--- src/rtl/nios_system_sram_arbiter.sv ---
// nios_system_sram_arbiter
//   Shares one asynchronous SRAM between the Nios CPU (Avalon-MM register
//   slave) and one hardware requester (req/gnt handshake). A round-robin
//   arbiter picks an owner while idle. A fixed-timing sequencer then runs
//   SETUP -> ACCESS x (WAIT_CYCLES+1) -> RECOVER.
//
// Ports
//   clk, reset_n           : clock, synchronous active-low reset
//   address..readdata      : Avalon-MM slave, 4 registers
//                            (ADDR, WDATA, CTRL/STATUS, RDATA)
//   hw_req..hw_rdata       : hardware requester handshake
//                            (gnt and done are 1-cycle pulses)
//   sram_*                 : SRAM address, data, drive enable and
//                            active-low strobes
module nios_system_sram_arbiter #(
  parameter int ADDR_W      = 11,
  parameter int DATA_W      = 16,
  parameter int WAIT_CYCLES = 1
) (
  input  logic              clk,
  input  logic              reset_n,
  input  logic [1:0]        address,
  input  logic              chipselect,
  input  logic              write_n,
  input  logic [31:0]       writedata,
  output logic [31:0]       readdata,
  input  logic              hw_req,
  input  logic              hw_we,
  input  logic [ADDR_W-1:0] hw_addr,
  input  logic [DATA_W-1:0] hw_wdata,
  output logic              hw_gnt,
  output logic              hw_done,
  output logic [DATA_W-1:0] hw_rdata,
  output logic [ADDR_W-1:0] sram_addr,
  output logic [DATA_W-1:0] sram_dq_out,
  output logic              sram_dq_oe,
  input  logic [DATA_W-1:0] sram_dq_in,
  output logic              sram_ce_n,
  output logic              sram_oe_n,
  output logic              sram_we_n
);

  typedef enum logic [1:0] {
    S_IDLE    = 2'd0,
    S_SETUP   = 2'd1,
    S_ACCESS  = 2'd2,
    S_RECOVER = 2'd3
  } state_e;

  localparam logic [2:0] LAST_CNT = 3'(WAIT_CYCLES);

  state_e              state_q, state_d;
  logic [2:0]          cnt_q, cnt_d;

  logic [ADDR_W-1:0]   addr_q;
  logic [DATA_W-1:0]   wdata_q;
  logic [DATA_W-1:0]   rdata_q;
  logic                cpu_pending_q;
  logic                cpu_we_q;
  logic                done_q;
  logic                last_hw_q;   // 1: last grant went to HW
  logic                owner_hw_q;  // owner of current / most recent op
  logic                op_we_q;
  logic [ADDR_W-1:0]   sram_addr_q;
  logic [DATA_W-1:0]   sram_dq_q;
  logic [DATA_W-1:0]   rd_q;

  logic                reg_wr;
  logic                cpu_busy;
  logic                grant_cpu;
  logic                grant_hw;
  logic                last_access;
  logic                unused_wdata;

  assign unused_wdata = ^writedata[31:DATA_W];

  assign reg_wr      = chipselect & ~write_n;
  // CPU register updates are frozen from start until its op has retired.
  assign cpu_busy    = cpu_pending_q | ((state_q != S_IDLE) & ~owner_hw_q);
  // On a tie the requester that did not win last time gets the bus.
  assign grant_cpu   = (state_q == S_IDLE) & cpu_pending_q & (~hw_req | last_hw_q);
  assign grant_hw    = (state_q == S_IDLE) & hw_req & ~grant_cpu;
  assign last_access = (state_q == S_ACCESS) & (cnt_q == LAST_CNT);

  // State register
  always_ff @(posedge clk) begin
    if (!reset_n) begin
      state_q <= S_IDLE;
      cnt_q   <= '0;
    end else begin
      state_q <= state_d;
      cnt_q   <= cnt_d;
    end
  end

  // Next-state logic
  always_comb begin
    state_d = state_q;
    cnt_d   = cnt_q;
    unique case (state_q)
      S_IDLE:    if (grant_cpu | grant_hw) state_d = S_SETUP;
      S_SETUP: begin
        state_d = S_ACCESS;
        cnt_d   = '0;
      end
      S_ACCESS: begin
        if (last_access) state_d = S_RECOVER;
        else             cnt_d   = cnt_q + 3'd1;
      end
      S_RECOVER: state_d = S_IDLE;
      default:   state_d = S_IDLE;
    endcase
  end

  // Output logic
  always_comb begin
    sram_ce_n  = (state_q == S_IDLE);
    sram_oe_n  = ~((state_q == S_ACCESS) & ~op_we_q);
    sram_we_n  = ~((state_q == S_ACCESS) &  op_we_q);
    // Data stays driven through RECOVER to give the SRAM write hold time.
    sram_dq_oe = (state_q != S_IDLE) & op_we_q;
    hw_gnt     = grant_hw & reset_n;
    hw_done    = (state_q == S_RECOVER) & owner_hw_q;
  end

  // Registers, arbitration bookkeeping and datapath
  always_ff @(posedge clk) begin
    if (!reset_n) begin
      addr_q        <= '0;
      wdata_q       <= '0;
      rdata_q       <= '0;
      cpu_pending_q <= 1'b0;
      cpu_we_q      <= 1'b0;
      done_q        <= 1'b0;
      last_hw_q     <= 1'b1;
      owner_hw_q    <= 1'b0;
      op_we_q       <= 1'b0;
      sram_addr_q   <= '0;
      sram_dq_q     <= '0;
      rd_q          <= '0;
    end else begin
      if (reg_wr && !cpu_busy) begin
        unique case (address)
          2'd0: addr_q  <= writedata[ADDR_W-1:0];
          2'd1: wdata_q <= writedata[DATA_W-1:0];
          2'd2: if (writedata[1] | writedata[0]) begin
            cpu_pending_q <= 1'b1;
            cpu_we_q      <= writedata[1];
            done_q        <= 1'b0;
          end
          default: ;
        endcase
      end
      if (reg_wr && address == 2'd2 && writedata[3]) done_q <= 1'b0;

      if (grant_cpu || grant_hw) begin
        owner_hw_q  <= grant_hw;
        last_hw_q   <= grant_hw;
        op_we_q     <= grant_cpu ? cpu_we_q : hw_we;
        sram_addr_q <= grant_cpu ? addr_q   : hw_addr;
        sram_dq_q   <= grant_cpu ? wdata_q  : hw_wdata;
        if (grant_cpu) cpu_pending_q <= 1'b0;
      end

      if (last_access && !op_we_q) rd_q <= sram_dq_in;

      // Completion wins over a same-cycle clear-done.
      if (state_q == S_RECOVER && !owner_hw_q) begin
        done_q <= 1'b1;
        if (!op_we_q) rdata_q <= rd_q;
      end
    end
  end

  assign sram_addr   = sram_addr_q;
  assign sram_dq_out = sram_dq_q;
  assign hw_rdata    = rd_q;

  always_comb begin
    readdata = '0;
    unique case (address)
      2'd0: readdata[ADDR_W-1:0] = addr_q;
      2'd1: readdata[DATA_W-1:0] = wdata_q;
      2'd2: readdata[3:0]        = {done_q, owner_hw_q, (state_q != S_IDLE), cpu_pending_q};
      2'd3: readdata[DATA_W-1:0] = rdata_q;
      default: readdata = '0;
    endcase
  end

endmodule

--- config.mk ---
export PLATFORM = sky130hd
export DESIGN_NAME = nios_system_sram_arbiter
export DESIGN_NICKNAME = d
export VERILOG_FILES = /design/src/rtl/nios_system_sram_arbiter.sv
export SDC_FILE = /design/constraint.sdc
export NUM_CORES = 1
export LEC_CHECK = 0
export CORE_UTILIZATION = 30
export CTS_BUF_LIST = sky130_fd_sc_hd__clkbuf_16
export DETAILED_ROUTE_END_ITERATION = 12
export PLACE_DENSITY_LB_ADDON = 0.2
export SETUP_SLACK_MARGIN = 0.2
export SLEW_MARGIN = 20
export SYNTH_ARGS = -nofsm -noshare
export SYNTH_HDL_FRONTEND = slang
export SYNTH_SLANG_ARGS = --single-unit
--- constraint.sdc ---
create_clock -name clk -period 2.85 [get_ports clk]
set_input_delay 0.285 -clock clk [delete_from_list [all_inputs] [get_ports clk]]
set_output_delay 0.285 -clock clk [all_outputs]
set_load 0.05 [all_outputs]
==> out/metrics.yaml <==
synth.cell_area_sq_um: 4430
grt_pass1_wl_microns: 19700
drtIter0Drc: 146
avgSynthCellArea_sq_um: 9.26
die_w_microns: 124
place.gp.congestion: 0.782
required_ns: 2.57
final_max_slew_viol_count: 0
powerDensity_nw_per_um2: 621
cts_made_buffers: 9
arrival_ns: 2.07
hold_path_class: "input port to flop"
fin_crit_ns: 2.35
overflow: 0
tightest_slew_ns: 0.965
routedWlPerCell_microns: 16.2
rows: 44
hold_path.startpoint: "reset_n"
die_y_microns: 124
antenna_found_initial: 0
synthSimpleGateAreaFrac_pct: 15.1
max_stage_delay_ns: 0.80
fin_hold_ws_ns: 0.255
grt_pass1_vias: 3691
ios: 164
fmax_mhz: 425
grt_use_met1_pct: 22.2
cp_top_family: "buffers and inverters"
status: "finished, final reports clean"
first_pass_iters: 5
yosys_warnings: 0
synth_cell_types: 42
ys_ff_latch: 97
clock_path_buffers: 2
clk_latency_ns: 0.34
grt_use_total_pct: 17.1
cts_repair_resize_count: 0
vias: 3764
syn-instance-count: 479
criticalPathCategory: "flop to output port"
dp_hpwl_microns: 9350
holdBufCountCts: 0
peakVddDrop_uv: 309
clkSinkCount: 97
utilization_pct: 42.9
cts.clk_slew.worst_paths_ns: 0.06
drc_errors: 0
viasPerCell: 4.83
synth_ff_type: "dfxtp_1"
path_cells: "inv_1 > ha_1 > nor2b_1 > clkdlybuf4s50_1"
synth_edf_count: 0
path_max_fanout: 5
die_area_sq_um: 15300
grt_util_met3_pct: 5.22
syn_to_final_growth_pct: 39.9
p_leak_nw: 2.27
antennaDiodeCount: 0
synthTopCellsByArea: "dfxtp_1, nand2_1, mux2i_1"
setup_tns_ns: 0
synth_top_area_share_pct: 43.8
grt.busiest_layer: "met2"
postSynth.asyncResetShare_pct: 0
yosysSeqAreaShare_pct: 43.8
grt_setup_unrepaired: "false"
synth-xor-area-share_pct: 0
path_buf_inv: 2
synth_most_common_cell: "nand2_1"
synthTopCellsByCount: "nand2_1, dfxtp_1, mux2i_1, a21boi_0, clkbuf_1"
crit_path_top_delay_cell: "clkdlybuf4s50_1"
fin_worst_skew_ns: 0.00701
cts_root_buffer: "clkbuf_16"
synthAdderAreaFrac_pct: 1.98
synth_top_family_by_area: "compound AO/OA/AOI/OAI gates"
final_nets: 681
maxCapViolations: 0
cts_tree: "done"
critPathLaunch: "state_q[0]$_SDFFE_PN0P_"
drive_gt1_share_pct: 9.08
fp.coreArea_sq_um: 14500
start_util_pct: 30.6
max-slew-margin-rel_pct: 35.4
synthMuxAreaShare_pct: 11.3
final_antenna_net_count: 0
post-synth-top-area-cell: "dfxtp_1"
startpoint_type: "flop"
endpoint_kind: "output port"
period_share_pct: 82.6
reg2reg_from: "state_q[0]$_SDFFE_PN0P_"
htree_levels: 3
setup-violations-final: 0
drt_wl_total_microns: 12700
grt_util_met2_pct: 27.7
post-cts-setup-buffers: 0
hold_violations: 0
synth_compound_gate_area_share_pct: 20.5
grt_max_degree: 45
port_buffers: 131
power breakdown:
part / leakage (nW) / total, W / switching (W) / internal [W]
logic: 1.35 / 0.00118 / 0.000753 / 0.000432
clock network: 0.131 / 0.00110 / 0.000514 / 0.000583
registers: 0.787 / 0.00157 / 0.0000980 / 0.00147
total: 2.27 / 0.00385 / 0.00136 / 0.00249
logic make-up (layout without fill, tap and decap cells):
| kind of cell | count (synthesis) | count (layout) |
|---|---|---|
| compound gates | 114 | 114 |
| other cells | 1 | 16 |
| flops | 97 | 97 |
| simple gates | 153 | 153 |
| mux | 45 | 45 |
| fa+ha+maj | 7 | 7 |
| buf+inv | 62 | 163 |
registers in the layout, indices dropped and copies added (netlist names):
register and count:
owner_hw_q 1, hw_rdata 16, last_hw_q 1, done_q 1, rdata_q 16, cnt_q 3
sram_addr 11, cpu_we_q 1, cpu_pending_q 1, op_we_q 1, wdata_q 16, sram_dq_out 16
state_q 2, addr_q 11
stage by stage:
| step | cell area, sq um | power, W | cells | setup WS, ns |
|---|---|---|---|---|
| floorplan | 4490 | 0.00237 | 494 | 0.695 |
| global placement | 5940 | 0.00277 | 764 | 0.615 |
| detailed placement | 5940 | 0.00280 | 764 | 0.622 |
| CTS | 6200 | 0.00390 | 779 | 0.474 |
| global route | 6200 | 0.00404 | 779 | 0.425 |
| finish | 6200 | 0.00385 | 779 | 0.497 |
worst reg2reg max path, cell delays in order, from the launching register on:
cell      delay [ns]
dfxtp_1         0.35
inv_1           0.12
ha_1            0.31
o21bai_4        0.10
or4_4           0.68
mux2i_1         0.19
area by class of cell:
cell class                 count  area (sq um)
inverter                       6          22.5
sequential                    97          1940
multi-input combinational    335          2240
fill                        1422          8270
clock buffer                   9           225
clock inverter                 6          35.0
timing repair buffer         142          1510
tap                          184           230
final timing paths:
path	endpoint	slack (ns)	depth (start not counted)
setup / recovery	sram_dq_oe	0.50	4
hold / removal	last_hw_q$_SDFFE_PN1P_	0.26	2
setup reg to reg	wdata_q[6]$_SDFFE_PN0P_	0.98	5
hold reg to reg	sram_addr[2]$_SDFFE_PN0P_	0.46	1
cells in the final DEF, fill, tap and decap left out, types with 2 or more instances in the layout:
master,instances
nand2_1,121
clkdlybuf4s50_1,113
dfxtp_1,97
mux2i_1,41
a21boi_0,32
a32oi_1,28
o2bb2ai_1,28
conb_1,16
buf_4,15
buf_12,13
o21ai_0,10
clkbuf_16,9
nor2_1,7
ha_1,7
inv_1,5
nor2b_1,5
mux4_2,4
nand2b_1,4
and2_1,3
a21boi_1,3
nand4bb_1,2
o21a_1,2
a21oi_1,2
o211ai_1,2
or3_1,2
clkinv_1,2
clkinv_2,2
layer usage:
layer | routed length (microns) | up-vias
li1 | - | 1882
met1 | 5890 | 1744
met2 | 5660 | 129
met3 | 996 | 9
met4 | 111 | 0
met5 | 0 | -
No activity file was read; power rests on OpenSTA's default activity.
